`src/rtl/custom_subtractor34_13_seq_if.sv`:
```
// rtl/custom_subtractor34_13_seq_if.sv - operand/result handshake bundle for the chunked subtractor
// Purpose: groups the operand-side (in_valid/in_ready/A/B) and the result-side
// (out_valid/out_ready/Diff/borrow) handshakes of custom_subtractor34_13_seq.
// Ports (modports):
//   master - operand source / result consumer: drives in_valid, A, B, out_ready
//   slave  - the subtractor: drives in_ready, out_valid, Diff, borrow
interface custom_subtractor34_13_seq_if #(
  parameter int WIDTH_A = 34,
  parameter int WIDTH_B = 21
);
  logic               in_valid;
  logic               in_ready;
  logic [WIDTH_A-1:0] A;
  logic [WIDTH_B-1:0] B;
  logic               out_valid;
  logic               out_ready;
  logic [WIDTH_A:0]   Diff;
  logic               borrow;

  modport master (
    output in_valid, A, B, out_ready,
    input  in_ready, out_valid, Diff, borrow
  );

  modport slave (
    input  in_valid, A, B, out_ready,
    output in_ready, out_valid, Diff, borrow
  );
endinterface

```
`src/rtl/custom_subtractor34_13_seq.sv`:
```
// rtl/custom_subtractor34_13_seq.sv - multi-cycle chunked ripple-borrow subtractor A - {0,B}
// Purpose: computes Diff = A - zero_extend(B) as a WIDTH_A+1 bit two's-complement
// value, CHUNK bits per clock, behind valid/ready handshakes on both sides.
// Ports:
//   clk    - rising-edge clock
//   rst_n  - asynchronous active-low reset
//   bus    - slave side of custom_subtractor34_13_seq_if
//            (in_valid/in_ready/A/B in, out_valid/out_ready/Diff/borrow out)
module custom_subtractor34_13_seq #(
  parameter int WIDTH_A = 34,
  parameter int WIDTH_B = 21,
  parameter int CHUNK   = 7
) (
  input logic                         clk,
  input logic                         rst_n,
  custom_subtractor34_13_seq_if.slave bus
);
  localparam int NCHUNK = (WIDTH_A + CHUNK - 1) / CHUNK;
  // Operands are padded up to a whole number of chunks; the padding bits are
  // zero in both operands, so a short final chunk still yields the right borrow.
  localparam int PW     = NCHUNK * CHUNK;
  localparam int IW     = (NCHUNK > 1) ? $clog2(NCHUNK) : 1;

  typedef enum logic [1:0] {
    IDLE = 2'd0,
    BUSY = 2'd1,
    DONE = 2'd2
  } state_t;

  state_t          state;
  logic [PW-1:0]   a_sh;
  logic [PW-1:0]   b_sh;
  logic [PW-1:0]   d_sh;
  logic [IW-1:0]   idx;
  logic            brw_in;
  logic            in_ready_r;
  logic            out_valid_r;
  logic [WIDTH_A:0] diff_r;
  logic            borrow_r;

  // One chunk of subtraction; the extra top bit of the result is the borrow out.
  logic [CHUNK:0]  chunk_sub;
  logic [PW-1:0]   d_next;

  always_comb begin
    chunk_sub = {1'b0, a_sh[CHUNK-1:0]} - {1'b0, b_sh[CHUNK-1:0]} - (CHUNK+1)'(brw_in);
    // Low chunk is consumed first, so results enter at the top and shift down;
    // after NCHUNK steps d_next holds the difference in natural bit order.
    d_next    = (d_sh >> CHUNK) | (PW'(chunk_sub[CHUNK-1:0]) << (PW - CHUNK));
  end

  always_ff @(posedge clk or negedge rst_n) begin
    if (!rst_n) begin
      state       <= IDLE;
      a_sh        <= '0;
      b_sh        <= '0;
      d_sh        <= '0;
      idx         <= '0;
      brw_in      <= 1'b0;
      in_ready_r  <= 1'b1;
      out_valid_r <= 1'b0;
      diff_r      <= '0;
      borrow_r    <= 1'b0;
    end else begin
      case (state)
        IDLE: begin
          if (bus.in_valid && in_ready_r) begin
            a_sh       <= PW'(bus.A);
            b_sh       <= PW'(bus.B[WIDTH_B-1:0]);
            d_sh       <= '0;
            idx        <= '0;
            brw_in     <= 1'b0;
            in_ready_r <= 1'b0;
            state      <= BUSY;
          end
        end
        BUSY: begin
          a_sh   <= a_sh >> CHUNK;
          b_sh   <= b_sh >> CHUNK;
          d_sh   <= d_next;
          brw_in <= chunk_sub[CHUNK];
          idx    <= idx + 1'b1;
          if (idx == IW'(NCHUNK - 1)) begin
            diff_r      <= {chunk_sub[CHUNK], d_next[WIDTH_A-1:0]};
            borrow_r    <= chunk_sub[CHUNK];
            out_valid_r <= 1'b1;
            state       <= DONE;
          end
        end
        DONE: begin
          if (bus.out_ready) begin
            out_valid_r <= 1'b0;
            in_ready_r  <= 1'b1;
            state       <= IDLE;
          end
        end
        default: begin
          out_valid_r <= 1'b0;
          in_ready_r  <= 1'b1;
          state       <= IDLE;
        end
      endcase
    end
  end

  assign bus.in_ready  = in_ready_r;
  assign bus.out_valid = out_valid_r;
  assign bus.Diff      = diff_r;
  assign bus.borrow    = borrow_r;
endmodule

```
`src/flat_wrapper.sv`:
```
// flat-port wrapper written by rule: the top's interface ports become plain ports
module custom_subtractor34_13_seq_flat 
#(
  parameter int WIDTH_A = 34,
  parameter int WIDTH_B = 21,
  parameter int CHUNK   = 7
)
  (clk, rst_n, bus_in_valid, bus_A, bus_B, bus_out_ready, bus_in_ready, bus_out_valid, bus_Diff, bus_borrow);
  custom_subtractor34_13_seq_if #(.WIDTH_A(WIDTH_A), .WIDTH_B(WIDTH_B)) bus_i ();
  input logic clk;
  input logic rst_n;
  input wire logic [$bits(bus_i.in_valid)-1:0] bus_in_valid;
  input wire logic [$bits(bus_i.A)-1:0] bus_A;
  input wire logic [$bits(bus_i.B)-1:0] bus_B;
  input wire logic [$bits(bus_i.out_ready)-1:0] bus_out_ready;
  output wire logic [$bits(bus_i.in_ready)-1:0] bus_in_ready;
  output wire logic [$bits(bus_i.out_valid)-1:0] bus_out_valid;
  output wire logic [$bits(bus_i.Diff)-1:0] bus_Diff;
  output wire logic [$bits(bus_i.borrow)-1:0] bus_borrow;
  assign bus_i.in_valid = bus_in_valid;
  assign bus_i.A = bus_A;
  assign bus_i.B = bus_B;
  assign bus_i.out_ready = bus_out_ready;
  assign bus_in_ready = bus_i.in_ready;
  assign bus_out_valid = bus_i.out_valid;
  assign bus_Diff = bus_i.Diff;
  assign bus_borrow = bus_i.borrow;
  custom_subtractor34_13_seq #(.WIDTH_A(WIDTH_A), .WIDTH_B(WIDTH_B), .CHUNK(CHUNK)) u_core (.clk(clk), .rst_n(rst_n), .bus(bus_i));
endmodule
```
`config.mk`:
```
export PLATFORM = sky130hd
export DESIGN_NAME = custom_subtractor34_13_seq_flat
export DESIGN_NICKNAME = d
export VERILOG_FILES = /design/src/rtl/custom_subtractor34_13_seq_if.sv /design/src/rtl/custom_subtractor34_13_seq.sv /design/src/flat_wrapper.sv
export SDC_FILE = /design/constraint.sdc
export NUM_CORES = 1
export LEC_CHECK = 0
export BUFFER_PORTS_ARGS = -buffer_cell sky130_fd_sc_hd__clkbuf_2
export CAP_MARGIN = 5
export CORE_MARGIN = 2
export CORE_UTILIZATION = 40
export DETAILED_ROUTE_END_ITERATION = 10
export REMOVE_ABC_BUFFERS = 1
export SYNTH_ARGS = -nofsm -noshare
export SYNTH_HDL_FRONTEND = slang
export SYNTH_SLANG_ARGS = --single-unit
export TNS_END_PERCENT = 5
```
`constraint.sdc`:
```
create_clock -name clk -period 2.25 [get_ports clk]
set_input_delay 0.45 -clock clk [delete_from_list [all_inputs] [get_ports clk]]
set_output_delay 0.45 -clock clk [all_outputs]
set_load 0.01 [all_outputs]
```
## Word level (Yosys, flattened, before mapping)

Index checks and enable logic that the tools add are counted.

| operators by class | value |
|---|---|
| add/sub/neg operators | 3 |
| equal/unequal tests | 6 |
| multiplexer cells | 19 |
| bitwise gates (word level) | 3 |
| reduce and logical (&&, ||, !) cells | 8 |

Operator list:

| kind | count |
|---|---|
| 35-bit case mux with 2 select lines | 3 |
| 35-bit 2-to-1 mux | 3 |
| 28-bit by 35-bit bitwise OR with 35-bit output | 1 |
| 3-bit AND reduction | 3 |
| 7-bit by 7-bit subtractor with 8-bit output | 1 |
| 8-bit by 1-bit subtractor with 8-bit output | 1 |
| 2-bit 2-to-1 mux | 3 |
| 1-bit case mux with 3 select lines | 2 |
| 2-bit case mux with 3 select lines | 1 |
| 3-bit case mux with 2 select lines | 1 |
| 1-bit 2-to-1 mux | 4 |
| 2-bit by 1-bit != test with 1-bit output, second input constant | 2 |
| 2-bit AND reduction | 2 |
| 3-bit by 1-bit adder with 3-bit output, second input constant | 1 |
| 3-bit == test, second input constant | 1 |
| 3-bit 2-to-1 mux | 1 |
| 2-bit by 1-bit == test with 1-bit output, second input constant | 1 |
| 2-bit == test, second input constant | 1 |
| 2-bit zero test | 1 |
| 2-bit != test, second input constant | 1 |
| 1-bit inverter | 2 |
| 1-bit case mux with 2 select lines | 1 |
| 2-bit nonzero test | 1 |
| 1-bit logical AND | 1 |

| word-level totals | value |
|---|---|
| register bits | 149 |
| bits of input ports | 59 |
| output and inout bits | 38 |

## Depth between registers and ports, before layout

Gate-level depths: netlist of run 1.

| depth | value |
|---|---|
| depth in word-level cells | 4 |
| mapped depth | 9 |
| depth with buffers taken out | 9 |

## Worst setup path before layout of run 1

No wires, ideal clock.

| timing | value |
|---|---|
| kind | register to register |
| from | register u_core.brw_in |
| to | register u_core.d_sh[34] |
| arrival | 1.958 ns |
| required time | 2.116 ns |
| setup slack | 0.157 ns |
| stages on the path, launching flop included | 9 |
| buffers on the path | 0 |
| cell sequence | dfrtp_1 -> inv_1 -> fa_1 -> fa_1 -> nand2b_1 -> a31o_2 -> a21oi_1 -> xor2_1 -> o21ai_0 |

| on the way | value |
|---|---|
| cells in the longest elaborated chain, start to end | 3 |

Ends and longest elaborated chain:

| what | line | text |
|---|---|---|
| start: declaration | custom_subtractor34_13_seq.sv:35 | `logic brw_in;` |
| start signal: assignment | custom_subtractor34_13_seq.sv:81 | `brw_in <= chunk_sub[CHUNK];` |
| 8-bit by 1-bit subtractor with 8-bit output | custom_subtractor34_13_seq.sv:46 | `chunk_sub = {1'b0, a_sh[CHUNK-1:0]} - {1'b0, b_sh[CHUNK-1:0]} - (CHUNK+1)'(brw_in);` |
| 28-bit by 35-bit bitwise OR with 35-bit output | custom_subtractor34_13_seq.sv:49 | `d_next = (d_sh >> CHUNK) \| (PW'(chunk_sub[CHUNK-1:0]) << (PW - CHUNK));` |
| 35-bit case mux with 2 select lines | custom_subtractor34_13_seq.sv:65 | `case (state)` |
| end signal: assignment | custom_subtractor34_13_seq.sv:80 | `d_sh <= d_next;` |
| end: declaration | custom_subtractor34_13_seq.sv:33 | `logic [PW-1:0] d_sh;` |

Every way passes these cells.
A chain may end at the register's enable or synchronous reset.

## Final worst setup path of run 1

Same ends and word-level chain as after synthesis.

==> results of run 1 <==
where the power goes:
group          switching [W]  internal, W
sequential          0.000589      0.00325
clock               0.000913      0.00173
combinational        0.00215      0.00183
total                0.00365      0.00681
cells in the mapped netlist (5+ instances only):
master / number / area (µm²)
a31oi_1: 42 / 262.8
mux2_4: 24 / 360.4
mux2_2: 5 / 56.30
buf_1: 5 / 18.77
nand2_1: 148 / 555.5
buf_2: 12 / 60.06
ha_1: 14 / 175.2
inv_1: 20 / 75.07
a21oi_1: 7 / 35.03
nand2b_1: 15 / 93.84
nor2_1: 50 / 187.7
dfrtp_1: 125 / 3128
nand3_1: 19 / 95.09
o21ai_0: 50 / 250.2
clkbuf_1: 19 / 71.32
stage by stage:
| step | setup TNS [ns] | power, W | hold slack (ns) | cell area [µm²] |
|---|---|---|---|---|
| final | 0 | 0.01046 | 0.2691 | 7051 |
| after global routing | 0 | 0.01133 | 0.2638 | 7051 |
| after CTS | 0 | 0.01052 | 0.2536 | 7037 |
| after detailed placement | -0.006237 | 0.007824 | 0.4242 | 6447 |
| after global placement | 0 | 0.007618 | 0.4208 | 6447 |
| after floorplan | -103.40 | 0.006645 | 0.1544 | 5560 |
flip-flops by register name, indices dropped and copies added, names as in the netlist:
name	cells
u_core.a_sh	34
u_core.b_sh	21
u_core.brw_in	1
u_core.bus.Diff	35
u_core.bus.in_ready	1
u_core.bus.out_valid	1
u_core.d_sh	28
u_core.idx	3
u_core.state	2
area by class of cell:
type	instances	area (µm²)
well taps	180	225.2
clock inverters	7	85.08
repair buffers	108	654.4
multi-input cells	403	2365
flip-flops and latches	126	3154
clock buffers	24	491.7
inverters	20	75.07
fillers	1351	6938
how the worst max path moves through the flow:
| stage | start | end |
|---|---|---|
| floorplan | u_core.state[1] | u_core.brw_in |
| global placement | u_core.brw_in | u_core.d_sh[34] |
| detailed placement | u_core.brw_in | u_core.d_sh[34] |
| CTS | u_core.brw_in | u_core.d_sh[34] |
| global route | u_core.brw_in | u_core.d_sh[34] |
| finish | u_core.brw_in | u_core.d_sh[34] |
routing by layer:
layer | vias to the layer above | part of all wire | GRT usage | wire (µm)
met3 | 12 | 0.054 | 0.04945 | 645
met4 | 0 | 0.012 | 0.05618 | 149
li1 | 2139 | - | - | -
met1 | 2087 | 0.48 | 0.2345 | 5795
met2 | 112 | 0.45 | 0.2603 | 5371
met5 | - | 0 | 0 | 0
critical path: stages (launching register included):
cell      delay, ns
dfrtp_1        0.32
inv_1          0.06
fa_2           0.42
fa_2           0.36
nand2b_1       0.18
a31o_2         0.26
a21oi_2        0.14
xor2_1         0.17
o21ai_0        0.09
logic make-up (layout without fill, tap and decap cells):
logic type                 Yosys count  count (layout)  synth area share
adders and majority gates           16              16           0.03742
buffers and inverters               60             159           0.04634
xor gates and xnor gates             6               6          0.009136
DFF                                126             126            0.5484
AOI/OAI and AO/OA                  106             106            0.1059
muxes                               31              31           0.07592
and+or+nand+nor                    244             244            0.1769
what timing repair did:
action | 4_1_cts | 5_1_grt
gates resized for setup | 1 | 3
hold buffers | 1 | 0
buffers inserted | 0 | 0
endpoints found under the hold margin | 49 | 0
endpoints found under the setup margin | 1 | 3
==> metrics.yaml, run 1 <==
die-area_um2: 15350
final_cell_mix: "nand2_1, dfrtp_1, clkbuf_2"
cts-root-buf: "clkbuf_16"
die_w_um: 123.9
initial_utilization: 0.4112
hp-start: "bus_B[16]"
fmax_mhz: 469.9
grt-ovfl-total: 0
clock_path_buffers: 2
synth_top_flop_cell: "dfrtp_1"
placementRows: 43
worst_slack_ns: 0.1218
io_pins: 97
syn_avg_cell_area_um2: 9.765
synth_area_um2: 5752
drc: 0
antennaDiodeCount: 0
die_y_um: 123.9
leakagePower_nw: 3.559
critical_path_class: "flip-flop to flip-flop"
critPathArrivalTime_ns: 2.40
rsz0062_at_grt: "false"
clk_latency_ns: 0.41
routed_via_density: 5.012
cp-start-kind: "flip-flop"
reg2reg_setup_slack_ns: 0.12
synth_edf_count: 0
final_max_slew_viol_count: 0
required_ns: 2.52
async_flop_share: 1.000
yosysWarningCount: 0
first_iter_violations: 355
reg2reg_from: "u_core.brw_in"
wire_per_inst_um: 13.78
clock_sinks: 126
cts_max_level: 4
vias: 4350
critPathMaxFanout: 2
min_path_type: "input pin to flip-flop"
cp-end-kind: "flip-flop"
maxSlewHeadroom: 0.6601
grt_max_degree: 67
grt_pass1_wl_um: 20310
ys_ff_latch: 126
clkTransAtPathRegs_ns: 0.05
drt-total-wl_um: 11960
status: "completed"
first_global_vias: 4228
pre_cts_slack_ns: -0.006237
hold_depth: 3
syn_inst: 589
dp_hpwl_um: 8022
finClkSkew_ns: 0.006072
setup_viol: 0
hold_end: "u_core.b_sh[16]"
ir_drop_v: 0.0006127
reg2reg_depth: 8
r2r_end: "u_core.d_sh[34]"
nNetsFinal: 751
worst_pin_slew_ns: 0.5095
io_buffers: 96
fin_crit_ns: 2.128
ant_nets: 0
ys_types: 36
stdcell_count: 868
hold_violations: 0
antenna_found_initial: 0
final_layout_size_suffix_gt1_frac: 0.2558
synth_seq_area_share: 0.5484
gp_congestion: 0.7518
drt_first_pass_iters: 5
dp.cells: 836
syn2layout_area_growth_pct: 22.58
fin_crit_sh: 0.9459
power_density_nw_per_um2: 1484
grt_use_total: 0.1705
max-cap-violations: 0
cts_tree: "built"
coreArea_um2: 13990
numCtsBuffers: 17
mostFrequentLayoutCell: "nand2_1"
final_util: 0.5040
Power figures use the tool's default switching activity.
==> inputs of run 2 (changes only) <==
==> constraint.sdc (replaced) <==
create_clock -name clk -period 1.8 [get_ports clk]
set_input_delay 0.36 -clock clk [delete_from_list [all_inputs] [get_ports clk]]
set_output_delay 0.36 -clock clk [all_outputs]
set_load 0.01 [all_outputs]
==> run 2 against run 1 <==
The flow now finishes with violations (setup timing); largest power group unchanged; critical endpoint unchanged; final area increased by 3.1%; sequential share of layout area decreased by 1.4 points; clock skew increased by 0.00090 ns; non-clock buffer count increased by 23; flip-flop and latch count unchanged; critical path type unchanged; wire length increased by 3.6%; global-route usage increased by 0.90 points; power increased by 31%.
==> metrics.yaml, run 2 (synthesis gave the netlist of run 1 again) <==
cpMaxStageDelayCell: "fa_2"
antennaDiodeCount: 0  # unchanged
pre_cts_slack_ns: -0.4072  # -0.4010 ns
coreArea_um2: 13990  # unchanged
gp_congestion: 0.7889  # +4.9%
maxSlewHeadroom: 0.7247  # +0.06463
clock_path_buffers: 2  # unchanged
max-cap-violations: 0  # unchanged
hold_violations: 0  # unchanged
cp-end-kind: "flip-flop"
clk_latency_ns: 0.42  # about the same
routed_via_density: 4.928  # -1.7%
grt-ovfl-total: 0  # unchanged
dp_hpwl_um: 8309  # +3.6%
dp.cells: 855  # +2.3%
min_path_type: "input pin to flip-flop"
leakagePower_nw: 3.673  # +3.2%
critical_path_class: "flip-flop to flip-flop"
setup_tns_ns: -1.118  # -1.118 ns
clkTransAtPathRegs_ns: 0.05  # about the same
io_buffers: 96  # unchanged
syn2layout_area_growth_pct: 26.41
cts_tree: "built"
ant_nets: 0  # unchanged
stdcell_count: 892  # +2.8%
routed-wl-met2_um: 5615  # +4.5%
crit_chain: "inv_1 -> fa_2 -> fa_2 -> nand2b_4 -> a31o_4 -> a21oi_2 -> xor2_1 -> o21ai_1"
clock_sinks: 126  # unchanged
critPathMostFrequentCell: "fa_2"
critPathArrivalTime_ns: 2.32  # -0.08 ns
first_global_vias: 4568  # +8.0%
wl_met1_um: 5875  # +1.4%
drt_first_pass_iters: 4  # -1
critPathMaxFanout: 2  # unchanged
reg2reg_depth: 8  # unchanged
fin_crit_ns: 2.021  # -0.1067 ns
hold_depth: 3  # unchanged
grt_max_degree: 63  # -6.0%
place_area_um2: 6603  # +2.4%
mostFrequentLayoutCell: "nand2_1"
worst_slack_ns: -0.2214  # -0.3433 ns
io_pins: 97  # unchanged
ir_drop_v: 0.0007636  # +25%
nNetsFinal: 774  # +3.1%
finClkSkew_ns: 0.006972  # +0.0008996 ns
crit_cells: 8  # unchanged
wl_met3_um: 665  # +3.1%
wire_per_inst_um: 13.90  # +0.85%
worst_pin_slew_ns: 0.4129  # -0.09664 ns
vias: 4396  # +1.1%
final_layout_size_suffix_gt1_frac: 0.2879  # +0.03211
cp-start-kind: "flip-flop"
die_w_um: 123.9  # unchanged
crit_family: "adder cells"
numCtsBuffers: 17  # unchanged
die-area_um2: 15350  # unchanged
antenna_found_initial: 0  # unchanged
critical_path_buf_inv_count: 1  # unchanged
final_cell_mix: "nand2_1, dfrtp_1, clkbuf_2"
cts_max_level: 4  # unchanged
cts-root-buf: "clkbuf_16"
grt_use_total: 0.1795  # +0.008952
max_stage_delay_ns: 0.40  # -0.02 ns
finalInstanceArea_um2: 7271  # +3.1%
largest_register_ff_count: 35  # unchanged
rsz0062_at_grt: "true"
die_y_um: 123.9  # unchanged
final_max_slew_viol_count: 0  # unchanged
required_ns: 2.10  # -0.42 ns
first_iter_violations: 173  # -51%
setup_viol: 11  # +11
initial_utilization: 0.4112  # unchanged
drc: 0  # unchanged
fin_crit_sh: 1.123  # +0.1772
grt_pass1_wl_um: 21230  # +4.6%
power_density_nw_per_um2: 1892  # +28%
routed.top_layer: "met4"
violations: "setup timing"
drt-total-wl_um: 12400  # +3.6%
fmax_mhz: 494.7  # +5.3%
placementRows: 43  # unchanged
status: "finished, violations left"
[run 2: repair_timing]
item                       in CTS  in global routing
resized for setup               9                  7
hold endpoints to repair       37                  0
hold buffers                    1                  0
pin swaps                       7                  7
setup buffers                   1                  3
setup endpoints to repair      11                 11
[run 2: per-layer routing]
metal,vias to the layer above,global-route usage
met5,-,0
met4,0,0.07022
met3,23,0.05815
met2,108,0.2902
met1,2070,0.2240
li1,2195,-
[run 2: worst paths after layout]
path | startpoint | end | slack [ns]
hold reg to reg | u_core.bus.Diff[33] | u_core.bus.Diff[33] | 0.48
max in group asynchronous | rst_n | u_core.bus.Diff[25] | 0.79
setup reg to reg | u_core.b_sh[0] | u_core.d_sh[34] | -0.22
min in group asynchronous | rst_n | u_core.bus.Diff[1] | 0.43
hold / removal | bus_B[17] | u_core.b_sh[17] | 0.16
setup / recovery | u_core.b_sh[0] | u_core.d_sh[34] | -0.22
[run 2: stage by stage]
stage,power (W),hold WS [ns],utilization
CTS,0.01363,0.1429,0.5157
finish,0.01376,0.1560,0.5198
global placement,0.009864,0.3046,0.4720
detailed placement,0.01011,0.3150,0.4720
floorplan,0.008202,0.06441,-
global route,0.01486,0.1538,0.5198
[run 2: area by class of cell]
type / instances / area (µm²)
Fill cell: 1302 / 6718
Sequential cell: 126 / 3154
Multi-Input combinational cell: 403 / 2420
Timing Repair Buffer: 131 / 839.6
Clock buffer: 26 / 499.2
Tap cell: 180 / 225.2
Inverter: 20 / 75.07
Clock inverter: 6 / 57.56
[run 2: report_power, final]
group	switching [W]	internal [W]	leakage [nW]	total [W]
registers	0.000726	0.00406	1.59	0.00479
clock network	0.00118	0.00203	0.274	0.00321
logic	0.00293	0.00284	1.81	0.00576
total	0.00483	0.00893	3.67	0.0138
[run 2: tightest hold or removal path, stage by stage]
cell	delay (ns)
clkbuf_2	0.08
nand2_1	0.04
a21oi_1	0.05
